[src/rtl/i2c_req_arbiter.sv]
// Round-robin arbiter that shares one I2C_Controller between N requesters.
// Each winner's 24-bit word is latched at grant. The arbiter runs one GO/END/ACK
// handshake at a time, retries NACKed transfers after an idle gap, and times out
// stalled handshakes. Completion is reported as a per-requester done pulse plus a status.
//
// Ports:
//   iCLK, iRST       clock, synchronous active-high reset
//   iREQ[N]          per-requester request level
//   iDATA[24*N]      per-requester word, slice i = [24i+23:24i]
//   oGNT[N]          one-hot grant, high while requester i owns the controller
//   oDONE[N]         one-cycle completion pulse for the winner
//   oSTAT[2]         last completion status: 00 ok, 01 NACK after retries, 10 timeout
//   oBUSY            high whenever the FSM is not idle
//   oI2C_GO          controller GO
//   oI2C_DATA[24]    controller word
//   iI2C_END         controller END (asynchronous)
//   iI2C_ACK         controller ACK, 1 = NACK (asynchronous)
module i2c_req_arbiter #(
  parameter int unsigned N           = 3,
  parameter int unsigned MAX_RETRY   = 3,
  parameter int unsigned RETRY_GAP   = 1024,
  parameter int unsigned TIMEOUT_CYC = 2000000
) (
  input  logic            iCLK,
  input  logic            iRST,
  input  logic [N-1:0]    iREQ,
  input  logic [24*N-1:0] iDATA,
  output logic [N-1:0]    oGNT,
  output logic [N-1:0]    oDONE,
  output logic [1:0]      oSTAT,
  output logic            oBUSY,
  output logic            oI2C_GO,
  output logic [23:0]     oI2C_DATA,
  input  logic            iI2C_END,
  input  logic            iI2C_ACK
);

  localparam int unsigned IW = (N > 1) ? $clog2(N) : 1;
  localparam int unsigned TW = $clog2(TIMEOUT_CYC + 1);
  localparam int unsigned GW = (RETRY_GAP > 1) ? $clog2(RETRY_GAP) : 1;

  localparam logic [1:0] StatOk      = 2'b00;
  localparam logic [1:0] StatNack    = 2'b01;
  localparam logic [1:0] StatTimeout = 2'b10;

  typedef enum logic [2:0] {
    StIdle, StLaunch, StWaitEnd, StRelease, StGap, StReleaseTo, StDone
  } state_e;

  state_e          state_q, state_d;
  logic            end_meta_q, end_s_q, ack_meta_q, ack_s_q;
  logic            ack_cap_q, ack_cap_d;
  logic [IW-1:0]   winner_q, winner_d;
  logic [IW-1:0]   ptr_q, ptr_d;
  logic [23:0]     data_q, data_d;
  logic [3:0]      retry_q, retry_d;
  logic [TW-1:0]   timer_q, timer_d;
  logic [GW-1:0]   gap_q, gap_d;
  logic [N-1:0]    gnt_q, gnt_d;
  logic            go_q, go_d;
  logic [23:0]     i2c_data_q, i2c_data_d;
  logic [1:0]      stat_q, stat_d;

  logic            req_any;
  logic [IW-1:0]   req_idx, scan_idx;
  logic            timer_hit, gap_hit, retry_left;

  // Hit is flagged in the last allowed cycle so GO stays high exactly TIMEOUT_CYC cycles.
  assign timer_hit  = (32'(timer_q) + 32'd1) >= TIMEOUT_CYC;
  assign gap_hit    = (32'(gap_q) + 32'd1) >= RETRY_GAP;
  assign retry_left = 32'(retry_q) < MAX_RETRY;

  // First set request scanning upward from the pointer, with wrap.
  always_comb begin
    req_any  = 1'b0;
    req_idx  = '0;
    scan_idx = '0;
    for (int unsigned k = 0; k < N; k++) begin
      scan_idx = IW'((32'(ptr_q) + k) % N);
      if (!req_any && iREQ[scan_idx]) begin
        req_any = 1'b1;
        req_idx = scan_idx;
      end
    end
  end

  // State register.
  always_ff @(posedge iCLK) begin
    if (iRST) state_q <= StIdle;
    else      state_q <= state_d;
  end

  // Next-state logic. END takes priority over a coincident timeout.
  always_comb begin
    state_d = state_q;
    case (state_q)
      StIdle:      if (req_any) state_d = StLaunch;
      StLaunch:    state_d = StWaitEnd;
      StWaitEnd: begin
        if (end_s_q)        state_d = StRelease;
        else if (timer_hit) state_d = StReleaseTo;
      end
      StRelease: begin
        if (!end_s_q)       state_d = (ack_cap_q && retry_left) ? StGap : StDone;
        else if (timer_hit) state_d = StDone;
      end
      StGap:       if (gap_hit) state_d = StLaunch;
      StReleaseTo: if (!end_s_q || timer_hit) state_d = StDone;
      StDone:      state_d = StIdle;
      default:     state_d = StIdle;
    endcase
  end

  // Datapath next-state.
  always_comb begin
    ack_cap_d  = ack_cap_q;
    winner_d   = winner_q;
    ptr_d      = ptr_q;
    data_d     = data_q;
    retry_d    = retry_q;
    gnt_d      = gnt_q;
    go_d       = go_q;
    i2c_data_d = i2c_data_q;
    stat_d     = stat_q;
    // Timer restarts on every state change and saturates rather than wrapping.
    if (state_d != state_q)                timer_d = '0;
    else if (timer_q == TW'(TIMEOUT_CYC))  timer_d = timer_q;
    else                                   timer_d = timer_q + TW'(1);
    gap_d = (state_q == StGap && !gap_hit) ? gap_q + GW'(1) : '0;

    case (state_q)
      StIdle: begin
        if (req_any) begin
          winner_d = req_idx;
          retry_d  = '0;
          for (int unsigned i = 0; i < N; i++) begin
            gnt_d[i] = (IW'(i) == req_idx);
            if (IW'(i) == req_idx) data_d = iDATA[24*i +: 24];
          end
        end
      end
      StLaunch: begin
        go_d       = 1'b1;
        i2c_data_d = data_q;
      end
      StWaitEnd: begin
        if (end_s_q) begin
          ack_cap_d = ack_s_q;
          go_d      = 1'b0;
        end else if (timer_hit) begin
          go_d = 1'b0;
        end
      end
      StRelease: begin
        if (!end_s_q) begin
          if (!ack_cap_q)      stat_d  = StatOk;
          else if (retry_left) retry_d = retry_q + 4'd1;
          else                 stat_d  = StatNack;
        end else if (timer_hit) begin
          stat_d = StatTimeout;
        end
      end
      StReleaseTo: if (!end_s_q || timer_hit) stat_d = StatTimeout;
      StDone: begin
        gnt_d = '0;
        ptr_d = (winner_q == IW'(N - 1)) ? '0 : winner_q + IW'(1);
      end
      default: ;
    endcase
  end

  always_ff @(posedge iCLK) begin
    if (iRST) begin
      end_meta_q <= 1'b0;
      end_s_q    <= 1'b0;
      ack_meta_q <= 1'b0;
      ack_s_q    <= 1'b0;
      ack_cap_q  <= 1'b0;
      winner_q   <= '0;
      ptr_q      <= '0;
      data_q     <= '0;
      retry_q    <= '0;
      timer_q    <= '0;
      gap_q      <= '0;
      gnt_q      <= '0;
      go_q       <= 1'b0;
      i2c_data_q <= '0;
      stat_q     <= StatOk;
    end else begin
      end_meta_q <= iI2C_END;
      end_s_q    <= end_meta_q;
      ack_meta_q <= iI2C_ACK;
      ack_s_q    <= ack_meta_q;
      ack_cap_q  <= ack_cap_d;
      winner_q   <= winner_d;
      ptr_q      <= ptr_d;
      data_q     <= data_d;
      retry_q    <= retry_d;
      timer_q    <= timer_d;
      gap_q      <= gap_d;
      gnt_q      <= gnt_d;
      go_q       <= go_d;
      i2c_data_q <= i2c_data_d;
      stat_q     <= stat_d;
    end
  end

  // Outputs.
  always_comb begin
    for (int unsigned i = 0; i < N; i++) begin
      oDONE[i] = (state_q == StDone) && (winner_q == IW'(i));
    end
    oBUSY     = (state_q != StIdle);
    oGNT      = gnt_q;
    oSTAT     = stat_q;
    oI2C_GO   = go_q;
    oI2C_DATA = i2c_data_q;
  end

endmodule
[config.mk]
export PLATFORM = sky130hd
export DESIGN_NAME = i2c_req_arbiter
export DESIGN_NICKNAME = d
export VERILOG_FILES = /design/src/rtl/i2c_req_arbiter.sv
export SDC_FILE = /design/constraint.sdc
export NUM_CORES = 1
export LEC_CHECK = 0
export BUFFER_PORTS_ARGS = -buffer_cell sky130_fd_sc_hd__buf_2
export CORE_MARGIN = 8
export CORE_UTILIZATION = 59
export CTS_CLUSTER_SIZE = 28
export DETAILED_ROUTE_END_ITERATION = 10
export PLACE_DENSITY_LB_ADDON = 0.08
export SYNTH_ARGS = -nofsm -noshare
export SYNTH_HDL_FRONTEND = slang
export SYNTH_SLANG_ARGS = --single-unit
[constraint.sdc]
create_clock -name iCLK -period 4.37 [get_ports iCLK]
set_input_delay 0.874 -clock iCLK [delete_from_list [all_inputs] [get_ports iCLK]]
set_output_delay 0.874 -clock iCLK [all_outputs]
set_load 0.02 [all_outputs]
== After elaboration in Yosys (flattened, before gate mapping) ==
Index checks and enable logic that the tools add are counted.

* Flip-flop bits (word level): 101
* Input port bits: 79
* Output and inout bits: 34
* Word-level logic and storage cells: 125

* Add/subtract/negate cells: 8
* Div/mod/pow operators: 3
* $lt $le $gt $ge: 6
* Equal/unequal tests: 20
* Mux-type cells: 41
* Bitwise operators: 1
* Reduce and logical (&&, ||, !) cells: 30

{| class="wikitable"
|+ Operators with widths
! cell !! count
|-
| $mux W24 || 3
|-
| $mod A32 B2 Y32 const B || 2
|-
| $mod A2 B2 Y32 const B || 1
|-
| $mux W3 || 8
|-
| $add A21 B1 Y22 const B || 1
|-
| $ge A22 B21 Y1 const B || 1
|-
| $add A21 B1 Y21 const B || 1
|-
| $eq A21 B21 Y1 const B || 1
|-
| $mux W2 || 10
|-
| $pmux W3 S6 || 1
|-
| $mux W4 || 4
|-
| $add A10 B1 Y11 const B || 1
|-
| $ge A11 B11 Y1 const B || 1
|-
| $add A10 B1 Y10 const B || 1
|-
| $ne A2 B2 Y1 const B || 5
|-
| $eq A3 B3 Y1 const B || 3
|-
| $lt A2 B3 Y1 const B || 3
|-
| $mux W1 || 8
|-
| $pmux W4 S2 || 1
|-
| $reduce_and A2 Y1 || 4
|-
| $reduce_bool A2 Y1 || 4
|-
| $logic_and A1 B1 Y1 || 7
|-
| $bmux W1 S2 || 3
|-
| $eq A3 B2 Y1 const B || 2
|-
| 26 further kinds || 33
|}

== Longest topological paths before layout ==
* Depth after elaboration: 14
* Mapped depth: 11
* Depth with buffers taken out: 10

== Worst setup path after synthesis ==
Ideal clock, no wire load.

* Path type: input -> register
* From: input iREQ[0]
* To: register data_q[0]
* Library setup time: 128 ps
* Arrival: 2,334 ps
* Data required time: 4,242 ps
* Setup slack: 1,908 ps
* Stages: 9
* Path buffers: 2
* Cells stage by stage: inv_1 > maj3_1 > o211ai_1 > buf_2 > buf_2 > mux2i_1 > a211oi_1 > a21oi_1 > nor2_1

* Word-level cells in the longest chain between the ends: 12
* Elaborated cells on any way between the ends: 23
* Classes of those cells: eq/ne (2); mux (14); reduce/logical (7)

{| class="wikitable"
|+ RTL lines
! what !! line !! text
|-
| start: declaration || 26 || <nowiki>input logic [N-1:0] iREQ,</nowiki>
|-
| $bmux W1 S2 || 80 || <nowiki>if (!req_any && iREQ[scan_idx]) begin</nowiki>
|-
| $mux W1 (not written as such) || 80 ||
|-
| $mux W1 || 80 ||
|-
| $logic_not A1 Y1 || 80 ||
|-
| $logic_and A1 B1 Y1 || 80 ||
|-
| $mux W1 || 80 ||
|-
| $logic_not A1 Y1 || 80 ||
|-
| $logic_and A1 B1 Y1 || 80 ||
|-
| $mux W2 || 80 ||
|-
| $eq A1 B2 Y1 (tied with other cells) || 138 || <nowiki>if (IW'(i) == req_idx) data_d = iDATA[24*i +: 24];</nowiki>
|-
| $reduce_bool A3 Y1 (no source line) or $mux W24 (tied branches) || - ||
|-
| $reduce_and A3 Y1 (no source line) or $mux W24 (tied branches) || - ||
|-
| end signal: assignment || 197 || <nowiki>data_q <= data_d;</nowiki>
|-
| end: declaration || 55 || <nowiki>logic [23:0] data_q, data_d;</nowiki>
|}

Parallel ways exist; a longest one is shown, timed or not. The select of a mux whose other input is x is not followed.
A chain may end at the register's enable or synchronous reset.

== Worst setup path in the final report ==
* From: register timer_q[1]
* To: register timer_q[0]

* Word-level cells in the longest chain between the ends: 7
* Elaborated cells on any way between the ends: 12
* Classes of those cells: add/sub (1); order compare (1); eq/ne (2); mux (6); reduce/logical (2)

{| class="wikitable"
|+ RTL lines
! what !! line !! text
|-
| start: declaration || 57 || <nowiki>logic [TW-1:0] timer_q, timer_d;</nowiki>
|-
| start signal: assignment || 199 || <nowiki>timer_q <= timer_d;</nowiki>
|-
| $add A21 B1 Y22 || 69 || <nowiki>assign timer_hit = (32'(timer_q) + 32'd1) >= TIMEOUT_CYC;</nowiki>
|-
| $ge A22 B21 Y1 || 69 ||
|-
| $mux W3 (tied with other cells) || 105 || <nowiki>else if (timer_hit) state_d = StDone;</nowiki>
|-
| $mux W3, on equally long branches || 104, 100, 108 ||
|-
| $pmux W3 S6 || 96 || <nowiki>case (state_q)</nowiki>
|-
| $ne A3 B3 Y1 || 126 || <nowiki>if (state_d != state_q) timer_d = '0;</nowiki>
|-
| $reduce_or A2 Y1 (no source line) || - ||
|}

Parallel ways exist; a longest one is shown, timed or not.

==> reports/qor.csv <==
metric,value,unit
run status,"complete, no violations",
drt first pass iters,5,
initial antenna violation count,0,
Critical Path RT,4.64,ns
I/O pins,113,
die height,110,µm
Critical Path Start Type,flop,
register area share after synthesis,0.391,
ant diodes,0,
drt total wl,12.2,mm
postcts setup bufs,0,
cts hold-fix bufs,0,
post-cts repair resize count,0,
Port Buffers,112,
final core occ,0.692,
Synth Register Bits,101,
Final period util,0.738,
Setup Total Neg Slack,0,ns
Core Area,8590,µm²
Post-synth EDFFs,0,
mean post-synth cell area,8.30,µm²
Area contributors post-synth,"dfxtp_1, nor2_1, a21oi_1",
vias per cell,5.63,
DRC,0,
post-synthesis cell count,623,
"slowest stage cell, crit path",nand3_2,
Max-Cap Viols,0,
CTS root buffer,clkbuf_8,
worst reg-to-reg setup slack,1.14,ns
Async SR Flop Fraction,0,
nets,793,
Starting Density,0.602,
Die W,110,µm
Slew headroom,0.349,
Tot GR Track Use,0.209,
Synth top area share,0.391,
Post-Syn Nets,708,
Hold Fails Final Rpt,0,
Synth Cell Area,5170,µm²
top_reg_cell synth,dfxtp_1,
cell accounting for the most synthesized area,dfxtp_1,
Rows,34,
RSZ-0062 raised after global routing,false,
CTS tree,yes,
Synth Warn #,0,
htree depth,3,
worst min path class,reg2reg,
Setup CP Type,reg2reg,
worst-path fanout max,21,
share of cells above drive strength 1,0.237,
clock skew,0.0106,ns
CP endpoint kind,flop,
Highest Clock Rate,310,MHz
gr ovfl total,0,
pin count of the biggest net entering global routing,68,
Placed Instances,805,
die outline area,12000,µm²
Layout area overhead,15.0,%
Routability Congestion,0.899,
post-DP HPWL,8.83,mm
first-pass GRT wire length,20.6,mm
post-DR wirelength/cell,14.8,µm
Setup Viol. Count Final,0,
Yosys cell types,60,
crit path DAT,3.50,ns
Final min period,3.23,ns
worst-margin pin slew,0.977,ns
vias in the first global route,4573,
clk sink count,101,
TritonCTS buffer count,9,
Vias,4626,
clk buf depth,2,
"non-filler cells, final",821,
leak pwr,2.41,nW
clock latency on the worst-skew pair,0.36,ns
worst vdd ir,0.198,mV
Routed Antenna Nets,0,
max-slew violations,0,
CP max stage delay,0.51,ns
Power Density,388,nW/µm²
first-iteration detailed-routing DRC count,206,
cell breakdown of the critical path,ha_1 > nand4_1 > o31a_1 > o211ai_1 > o211ai_2 > a211oi_4 > a21o_4 > nand3_2 > a211oi_1,
clk slew on worst S/H paths,0.10,ns
-- cell type report --
type | instances | area [µm²]
Clock buffer | 9 | 124
Clock inverter | 7 | 105
Fill cell | 727 | 2650
Inverter | 18 | 67.6
Multi-Input combinational cell | 460 | 2890
Sequential cell | 101 | 2020
Tap cell | 108 | 135
Timing Repair Buffer | 118 | 606
-- through the flow --
stage,power [mW],hold WS [ns],cell area (µm²),setup WS [ns]
after floorplan,1.54,0.414,5170,1.91
after global placement,1.65,0.425,5720,1.11
after detailed placement,1.67,0.435,5720,1.06
after CTS,2.33,0.446,5950,1.14
after global routing,2.44,0.466,5950,0.925
final,2.31,0.443,5950,1.14
-- power breakdown --
group	internal (mW)	total, mW	switching (mW)
registers	0.998	1.06	0.0621
logic	0.194	0.587	0.393
clock network	0.330	0.663	0.333
total	1.52	2.31	0.788
-- critical path: cells and delay by family, from the launching register on --
kind / cells / cell delay [ns]
AOI/OAI and AO/OA: 6 / 1.59
adders and majority gates: 1 / 0.35
DFF: 1 / 0.44
and+or+nand+nor: 2 / 0.74
-- path summary, 6_finish.rpt --
check | from | end | cells past startpoint
worst max-delay path | timer_q[1] | timer_q[0] | 9
worst min-delay path | data_q[6] | oI2C_DATA[6] | 2
worst max register to register | timer_q[1] | timer_q[0] | 9
worst min register to register | data_q[6] | oI2C_DATA[6] | 2
-- Yosys cell counts (4+ instances only) --
master,count
ha_1,6
o211ai_1,4
xnor2_1,14
nand3_1,18
nor3_1,12
o21ai_0,7
nand4_1,11
and3_1,7
and2_1,4
buf_6,4
a211oi_2,20
nor2_1,92
buf_2,7
inv_1,18
xor2_1,13
mux2i_1,29
a211oi_1,25
nor4_1,5
clkbuf_1,33
a31oi_1,4
nor2b_1,7
a21oi_1,61
nand2_1,71
dfxtp_1,101
-- layout by cell type, fill, tap and decap left out, types with 2 or more instances in the layout --
cell type	instances
nand3_2	2
o211ai_1	4
nor4_4	2
o21a_1	3
o21ai_0	7
buf_4	6
nor4_1	5
nand2_1	71
mux2i_1	29
dfxtp_1	101
nand4_1	11
and2_1	4
and3_1	7
xor2_1	13
nand2b_1	3
buf_2	112
nor2b_1	7
o21ai_1	2
clkinv_4	2
or2_2	2
bufinv_16	2
xnor2_1	14
or3_1	3
a31oi_1	4
nor3_1	12
a21oi_1	61
o31ai_1	3
nand3_1	18
a211oi_2	20
nor3b_1	2
nor2_1	92
inv_1	18
ha_1	6
a211oi_1	25
clkbuf_8	9
-- kinds of logic after synthesis --
family	count (synthesis)	synth area share
muxes	29	0.0561
xor gates and xnor gates	27	0.0457
and+or+nand+nor	248	0.227
adders and majority gates	7	0.0165
DFF	101	0.391
AOI/OAI and AO/OA	149	0.211
buffers and inverters	62	0.0525
-- sequential cells by signal (all words and copies together) (netlist names) --
| name | cells |
|---|---|
| ptr_q | 2 |
| oSTAT | 2 |
| ack_s_q | 1 |
| data_q | 24 |
| oI2C_DATA | 24 |
| timer_q | 21 |
| end_s_q | 1 |
| oGNT | 3 |
| oI2C_GO | 1 |
| winner_q | 2 |
| ack_cap_q | 1 |
| state_q | 3 |
| end_meta_q | 1 |
| retry_q | 4 |
| gap_q | 10 |
| ack_meta_q | 1 |
-- metal layers --
layer	vias up	wire (µm)	global-route usage	share of wire
li1	2353	-	-	-
met1	2136	5560	0.259	0.46
met2	124	5720	0.344	0.47
met3	13	730	0.0598	0.060
met4	0	139	0.0636	0.011
met5	-	0	0	0
Note: power is estimated with default switching activity, not from simulation.
